`src/rtl/diff_freq_serializer_pkg.sv`:
```
// Shared constants and types for the dual-rate serializer.
// Idle-mode encodings, speed selects and the two-state FSM type.
// Also holds the idle-line level helper used by the top.
package diff_freq_serializer_pkg;

  localparam logic [1:0] IDLE_LOW    = 2'b00;
  localparam logic [1:0] IDLE_HIGH   = 2'b01;
  localparam logic [1:0] IDLE_KEEP   = 2'b10;
  localparam logic [1:0] IDLE_REPEAT = 2'b11;

  localparam logic LOW_SPEED  = 1'b0;
  localparam logic HIGH_SPEED = 1'b1;

  typedef enum logic {
    IDLE = 1'b0,
    SEND = 1'b1
  } state_t;

  // Line level between frames. Repeat mode never idles on its own, so it
  // shares the idle-low level (also what it collapses to when repeat is off).
  function automatic logic idle_level(input logic [1:0] mode, input logic last_bit);
    case (mode)
      IDLE_HIGH: return 1'b1;
      IDLE_KEEP: return last_bit;
      default:   return 1'b0;
    endcase
  endfunction

endpackage

```
`src/rtl/diff_freq_serializer_bit_period_timer.sv`:
```
// Bit-period timer: 8-bit up counter that wraps at i_load-1.
// Latency: o_tc is combinational on the cycle the count equals i_load-1.
// No backpressure; i_clr forces the count to zero and wins over counting.
module bit_period_timer (
  input  logic       clk,
  input  logic       rst_n,
  input  logic       i_en,
  input  logic       i_clr,
  input  logic [7:0] i_load,
  output logic       o_tc
);

  logic [7:0] r_cnt;
  logic       w_tc;

  assign w_tc = i_en && (r_cnt == (i_load - 8'd1));
  assign o_tc = w_tc;

  // Count clock cycles within one bit period, wrapping on terminal count.
  always_ff @(posedge clk or posedge rst_n) begin
    if (rst_n) begin
      r_cnt <= '0;
    end else if (i_clr || w_tc) begin
      r_cnt <= '0;
    end else if (i_en) begin
      r_cnt <= r_cnt + 8'd1;
    end
  end

endmodule

```
`src/rtl/diff_freq_serializer.sv`:
```
// Dual-rate LSB-first parallel-to-serial transmitter with one-cycle done tick.
// Latency: bit0 on o_data one cycle after start; done tick DATA_BIT*N+1 cycles after start.
// No backpressure: i_start ignored while sending; i_stop aborts at once.
// Optional repeat mode (idle mode 11) compiled in with DIFF_FREQ_REPEAT_EN.
module diff_freq_serializer
  import diff_freq_serializer_pkg::*;
#(
  parameter int DATA_BIT  = 8,
  parameter int LOW_FREQ  = 20,
  parameter int HIGH_FREQ = 10
) (
  input  logic                clk,
  input  logic                rst_n,
  input  logic                i_sel_freq,
  input  logic                i_start,
  input  logic                i_stop,
  input  logic [1:0]          i_idle_mode,
  input  logic [DATA_BIT-1:0] i_data,
  output logic                o_data,
  output logic                o_done_tick
);

  localparam int            IW       = (DATA_BIT > 1) ? $clog2(DATA_BIT) : 1;
  localparam logic [IW-1:0] LAST_IDX = IW'(DATA_BIT - 1);
  localparam logic [7:0]    LOW_N    = 8'(LOW_FREQ);
  localparam logic [7:0]    HIGH_N   = 8'(HIGH_FREQ);

  state_t              r_state;
  logic [DATA_BIT-1:0] r_word;
  logic                r_sel;
  logic [1:0]          r_mode;
  logic [IW-1:0]       r_idx;
  logic                r_fend;
  logic                r_data;
  logic                r_done;

  logic       w_send;
  logic       w_accept;
  logic       w_tc;
  logic       w_last;
  logic       w_frame_end;
  logic       w_line;
  logic [7:0] w_period;

  assign w_send      = (r_state == SEND);
  assign w_accept    = (r_state == IDLE) && i_start && !i_stop;
  assign w_period    = (r_sel == HIGH_SPEED) ? HIGH_N : LOW_N;
  assign w_last      = (r_idx == LAST_IDX);
  assign w_frame_end = w_send && w_tc && w_last && !i_stop;
  // Next line value; registered below so bit0 appears one cycle after start.
  assign w_line      = w_send ? r_word[r_idx] : idle_level(r_mode, r_word[DATA_BIT-1]);

  bit_period_timer u_timer (
    .clk    (clk),
    .rst_n  (rst_n),
    .i_en   (w_send),
    .i_clr  (!w_send || i_stop),
    .i_load (w_period),
    .o_tc   (w_tc)
  );

  // Frame sequencing: latch a transfer on start, step bit index per period,
  // and at frame end either return to idle or restart the same word.
  always_ff @(posedge clk or posedge rst_n) begin
    if (rst_n) begin
      r_state <= IDLE;
      r_word  <= '0;
      r_sel   <= LOW_SPEED;
      r_mode  <= IDLE_LOW;
      r_idx   <= '0;
    end else if (i_stop) begin
      r_state <= IDLE;
      r_mode  <= IDLE_LOW;
      r_idx   <= '0;
    end else if (w_accept) begin
      r_state <= SEND;
      r_word  <= i_data;
      r_sel   <= i_sel_freq;
      r_mode  <= i_idle_mode;
      r_idx   <= '0;
    end else if (w_send && w_tc) begin
      if (w_last) begin
        r_idx <= '0;
`ifdef DIFF_FREQ_REPEAT_EN
        if (r_mode == IDLE_REPEAT) begin
          r_state <= SEND;
        end else begin
          r_state <= IDLE;
        end
`else
        r_state <= IDLE;
`endif
      end else begin
        r_idx <= r_idx + IW'(1);
      end
    end
  end

  // Output stage: line is a registered copy of w_line; the done tick trails
  // the frame-end edge by one cycle so it lines up with the idle level.
  always_ff @(posedge clk or posedge rst_n) begin
    if (rst_n) begin
      r_data <= 1'b0;
      r_fend <= 1'b0;
      r_done <= 1'b0;
    end else if (i_stop) begin
      r_data <= 1'b0;
      r_fend <= 1'b0;
      r_done <= 1'b0;
    end else begin
      r_data <= w_line;
      r_fend <= w_frame_end;
      r_done <= r_fend;
    end
  end

  assign o_data      = r_data;
  assign o_done_tick = r_done;

endmodule

```
`config.mk`:
```
export PLATFORM = sky130hd
export DESIGN_NAME = diff_freq_serializer
export DESIGN_NICKNAME = d
export VERILOG_FILES = /design/src/rtl/diff_freq_serializer_pkg.sv /design/src/rtl/diff_freq_serializer_bit_period_timer.sv /design/src/rtl/diff_freq_serializer.sv
export SDC_FILE = /design/constraint.sdc
export NUM_CORES = 1
export LEC_CHECK = 0
export BUFFER_PORTS_ARGS = -buffer_cell sky130_fd_sc_hd__buf_2
export CORE_ASPECT_RATIO = 1.2
export CORE_MARGIN = 5
export CORE_UTILIZATION = 35
export DETAILED_ROUTE_END_ITERATION = 8
export PLACE_DENSITY_LB_ADDON = 0.1
export SKIP_CTS_REPAIR_TIMING = 1
export SLEW_MARGIN = 20
export SYNTH_ARGS = -nofsm -noshare
export SYNTH_HDL_FRONTEND = slang
export SYNTH_SLANG_ARGS = --single-unit
```
`constraint.sdc`:
```
create_clock -name clk -period 2.99 [get_ports clk]
set_input_delay 0.598 -clock clk [delete_from_list [all_inputs] [get_ports clk]]
set_output_delay 0.598 -clock clk [all_outputs]
set_load 0.01 [all_outputs]
```
[After elaboration in Yosys (flattened, before gate mapping)]
Index checks and enable logic that the tools add are counted.
Word-level totals
  register bits after elaboration: 26
  bits of input ports: 15
  output and inout bits: 2
  word-level logic and storage cells: 55
Operators by class
  $add $sub $neg: 3
  order comparisons: 1
  equality and inequality tests: 4
  multiplexer cells: 20
  bitwise logic cells: 2
  reductions and logical operators: 16
Operators with widths (number)
  8-bit two-way mux: 2
  3-bit two-way mux: 4
  1-bit two-way mux: 9
  8-bit by 1-bit adder with 8-bit output, second input constant: 1
  8-bit == test: 1
  1-bit logical AND: 6
  3-bit nonzero test: 2
  5-bit by 1-bit subtractor with 6-bit output, second input constant: 1
  5-bit two-way mux: 1
  3-bit by 4-bit < comparator with 1-bit output, second input constant: 1
  2-bit two-way mux: 2
  2-bit AND reduction: 2
  2-bit nonzero test: 2
  3-bit by 1-bit adder with 3-bit output, second input constant: 1
  1-bit binary-select mux with 3-bit select: 1
  3-bit == test, second input constant: 1
  2-bit by 1-bit == test with 1-bit output, second input constant: 1
  2-bit == test, second input constant: 1
  1-bit zero test: 2
  1-bit logical OR: 2
  1-bit NOT: 2
  1-bit case mux with 2 select lines: 1

[Logic depth before layout (Yosys ltp)]
  depth in word-level cells: 8
  depth in mapped cells: 5
  gate-level depth less buffers: 5

[Cells and area by module]
Synthesis repeated with hierarchy kept, for this count alone.
Second synthesis, totals
  cell total of the unflattened synthesis: 140
  area, all modules: 1514.0 um^2
By module, submodules not included
  diff_freq_serializer: times used 1, cells an instance 73, area an instance 905.9 um^2, sequential area each 450.4 um^2
  bit_period_timer: times used 1, cells an instance 67, area an instance 608.1 um^2, sequential area each 200.2 um^2

[Worst setup path after synthesis]
No wires, ideal clock.
  path type: input to register
  start: in i_stop
  end: reg r_sel
  setup time: 125 ps
  arrival time: 1491 ps
  data required time: 2865 ps
  slack: 1374 ps
  stages: 3
  buffers on the path: 1
  cells stage by stage: nor3b_1 -> buf_2 -> mux2_2
On the way
  word-level cells in the longest chain between the ends: 3
  elaborated cells between the ends (all ways): 4
  classes of those cells: bitwise: 1; reduce/logical: 3
RTL lines
  start, declared: line diff_freq_serializer.sv:16  | input logic i_stop,
  1-bit zero test: line diff_freq_serializer.sv:46  | assign w_accept = (r_state == IDLE) && i_start && !i_stop;
  1-bit logical AND: line diff_freq_serializer.sv:46
  2-bit AND reduction (no line) *
  end signal, assigned: line diff_freq_serializer.sv:78  | r_sel <= i_sel_freq;
  end, declared: line diff_freq_serializer.sv:30  | logic r_sel;
Mark *: on every way between the ends. The rest lies on a longest branch, timed or not.
A chain may end at the register's enable or synchronous reset.

[Worst setup path in the final report]
  start: reg u_timer.r_cnt[2]
  end: reg r_idx[0]
On the way
  word-level cells in the longest chain between the ends: 4
RTL lines
  start, declared: line diff_freq_serializer_bit_period_timer.sv:13  | logic [7:0] r_cnt;
  start signal, assigned: line diff_freq_serializer_bit_period_timer.sv:26  | r_cnt <= r_cnt + 8'd1;
  8-bit == test: line diff_freq_serializer_bit_period_timer.sv:16  | assign w_tc = i_en && (r_cnt == (i_load - 8'd1));
  1-bit logical AND: line diff_freq_serializer_bit_period_timer.sv:16
  1-bit logical AND: line diff_freq_serializer.sv:81  | end else if (w_send && w_tc) begin
  3-bit nonzero test (no line)
  end signal, assigned: line diff_freq_serializer.sv:94  | r_idx <= r_idx + IW'(1);
  end, declared: line diff_freq_serializer.sv:32  | logic [IW-1:0] r_idx;
No other way between the ends.

==> results.yml <==
worst_setup_path:
  crit_required_ns: 3.20
  r2r_slack_ns: 1.38
  startpoint_type: "flip-flop"
  cp-end-kind: "flip-flop"
  critPathKind: "reg2reg"
  arrival_ns: 1.82
  worstPathMaxFanout: 8
detailed_routing:
  drtIter0Drc: 46
  vias_per_cell: 5.070
  dr.pass1.iters: 4
  wire_per_inst_um: 14.60
  dr_total_vias: 801
  routed_wl_mm: 2.307
  ant_nets: 0
  drc: 0
global_route:
  grt.total_usage_pct: 11.13
  grt_first_pass_wirelength_mm: 4.112
  grt_pass1_vias: 842
  grt_max_degree: 27
  overflow: 0
  antenna_found_initial: 0
synth:
  muxShareOfSynthArea_pct: 13.37
  synth_top_family_by_area: "simple AND/OR/NAND/NOR gates"
  avgSynthCellArea_um2: 12.14
  ys_async_sr_fraction_pct: 100.0
  yosys.area_share.simple_pct: 15.71
  synth_fa_ha_area_share_pct: 5.102
  synth_edf_count: 0
  ys_warn_count: 0
  syn-num-nets: 121
  synth_xor_area_share_pct: 4.286
  ys_types: 27
  synth-main-ff-cell: "dfrtp_1"
  synthCells: 101
  syn_area_um2: 1226
  ys_seq_area_share_pct: 53.06
  synth_compound_area_share_pct: 6.224
  ys_ff_latch: 26
layout:
  fin_nets: 142
  multi_input_area_um2: 548.0
  register_area_um2: 650.6
  diodes: 0
  fillers: 330
  area_growth_pct: 15.00
  drive_above_1_share_pct: 30.58
  fin_util_pct: 41.88
run_status:
  status: "finished, final reports clean"
placed_design:
  place_congestion: 0.7462
  io_buffer_count: 16
  post-dp-hpwl_mm: 1.712
floorplan:
  rows: 23
  io_pins: 17
  core_um2: 3367
  die_area_um2: 4792
  start_util_pct: 36.42
  die_x_um: 64.03
  die_y_um: 74.84
timing:
  grt_setup_unrepaired: "no"
  finalSetupViolCount: 0
  fmax_ghz: 0.6198
  finalSetupTns_ns: 0
  clock-skew-final_ns: 0.009876
  relSlewSlack_pct: 62.69
  period_share_pct: 53.96
  hold_viol_final: 0
  min_period_ns: 1.613
  slew_violations: 0
  worst_slew_pin_slew_ns: 0.5589
cts:
  numCtsBuffers: 3
  clk_latency_ns: 0.28
  cts-htree-levels: 1
  clkSlewWorstSetupHoldPaths_ns: 0.10
  cts_sinks: 26
  clock_path_buffers: 2
  cts_tree: "built"
  cts_root_buf: "clkbuf_8"
pwr:
  seq_power_share_pct: 56.1
  p_clk_share_pct: 32.7
  power_density_nw_per_um2: 511.1
  p_int_uw: 546.2
  swShare_pct: 24.21
  power.leakage_uw: 0.0006284
  vdd_ir_drop_max_mv: 0.2862
  switchingPower_uw: 174.5
  comb_power_share_pct: 11.1
run:
  cap_violations: 0
min_path:
  hp-class: "in2async"
## critical path, stage by stage (launching register included)
cell       delay [ns]
dfrtp_1          0.47
nor4b_4          0.36
o2111ai_4        0.23
or3_1            0.35
a21oi_1          0.13
## power by group through the flow
stage | combinational [µW] | clock (µW) | sequential (µW)
2_1_floorplan | 57.6 | 0 | 405
3_3_place_gp | 78.9 | 0 | 411
3_5_place_dp | 82.4 | 0 | 412
4_1_cts | 82.7 | 241 | 405
5_1_grt | 91.1 | 253 | 409
6_report | 80.3 | 236 | 405
## state kept, by name, summed over array words and instances, names as in the netlist
name / flops
u_timer.r_cnt: 8
r_state: 1
r_word: 8
o_done_tick: 1
r_idx: 3
r_mode: 2
r_sel: 1
r_fend: 1
o_data: 1
## synthesized netlist by cell type, drive strengths merged, types with 2 or more instances
cell / number / share of area, %
nor3: 3 / 1.2
dfrtp: 26 / 53
a21oi: 2 / 0.82
and4bb: 2 / 2.0
mux2i: 4 / 3.3
mux2: 9 / 8.3
inv: 6 / 1.8
o21ai: 3 / 1.2
o2111ai: 2 / 2.9
nor2: 11 / 3.4
ha: 5 / 5.1
xnor2: 4 / 2.9
nand3: 4 / 1.6
nand2: 7 / 2.1
xor2: 2 / 1.4
## per-stage QoR
stage               cells  worst slack (ns)  area (µm²)  power, µW  hold WS [ns]
floorplan             101             1.374        1226      462.4        0.4385
global placement      154             1.374        1355      489.8        0.4596
detailed placement    154             1.332        1355      494.7        0.4578
CTS                   158             1.359        1410      729.3        0.4830
global route          158             1.273        1410      753.3        0.4139
finish                158             1.377        1410      720.7        0.3571
## logic make-up after synthesis
group / after synthesis
compound gates: 9
xor+xnor: 6
fa+ha+maj: 5
buf+inv: 7
flops: 26
mux: 14
simple gates: 34
## placed cells by master, fill, tap and decap left out
cell	Yosys	routed
and3_2	1	1
xor2_1	2	2
nand2b_1	1	1
nand3_1	4	4
mux4_2	1	1
inv_1	6	5
o41ai_1	1	1
buf_2	1	16
nor3_1	3	3
clkbuf_8	0	4
mux2i_1	4	4
a21o_1	1	1
dfrtp_1	26	26
nor3b_1	1	1
and4bb_2	2	2
nand2_1	7	7
buf_4	0	1
a21oi_1	2	2
nor2_1	11	11
nor4b_4	1	1
ha_1	5	5
or3_1	1	1
o2111ai_4	1	1
inv_2	0	1
nand3b_1	1	1
xnor2_1	4	4
o21ai_0	3	3
o2111ai_1	1	1
mux2_2	9	9
nor2b_1	1	1
## cell type report
| class | count | area share (%) |
|---|---|---|
| Clock buffer | 4 | 3.904 |
| Sequential cell | 26 | 46.14 |
| Tap cell | 37 | 3.283 |
| Inverter | 6 | 1.597 |
| Multi-Input combinational cell | 68 | 38.86 |
| Timing Repair Buffer | 17 | 6.211 |
## routing by layer
layer / vias to the layer above / global-route usage (%) / part of all wire (%)
li1: 390 / - / -
met1: 396 / 13.10 / 42
met2: 10 / 19.55 / 53
met3: 5 / 1.940 / 2.8
met4: 0 / 5.543 / 2.3
met5: - / 0 / 0
## worst paths after layout
path / startpoint / depth (start not counted) / endpoint
min in group clk: r_fend$_DFF_PP0_ / 1 / o_done_tick$_DFF_PP0_
max: u_timer.r_cnt[2]$_DFFE_PP0P_ / 4 / r_idx[0]$_DFFE_PP0P_
max in group asynchronous: rst_n / 2 / r_idx[1]$_DFFE_PP0P_
min reg2reg: r_fend$_DFF_PP0_ / 1 / o_done_tick$_DFF_PP0_
min: rst_n / 2 / u_timer.r_cnt[2]$_DFFE_PP0P_
max reg2reg: u_timer.r_cnt[2]$_DFFE_PP0P_ / 4 / r_idx[0]$_DFFE_PP0P_
(Power assumes the default switching activity.)
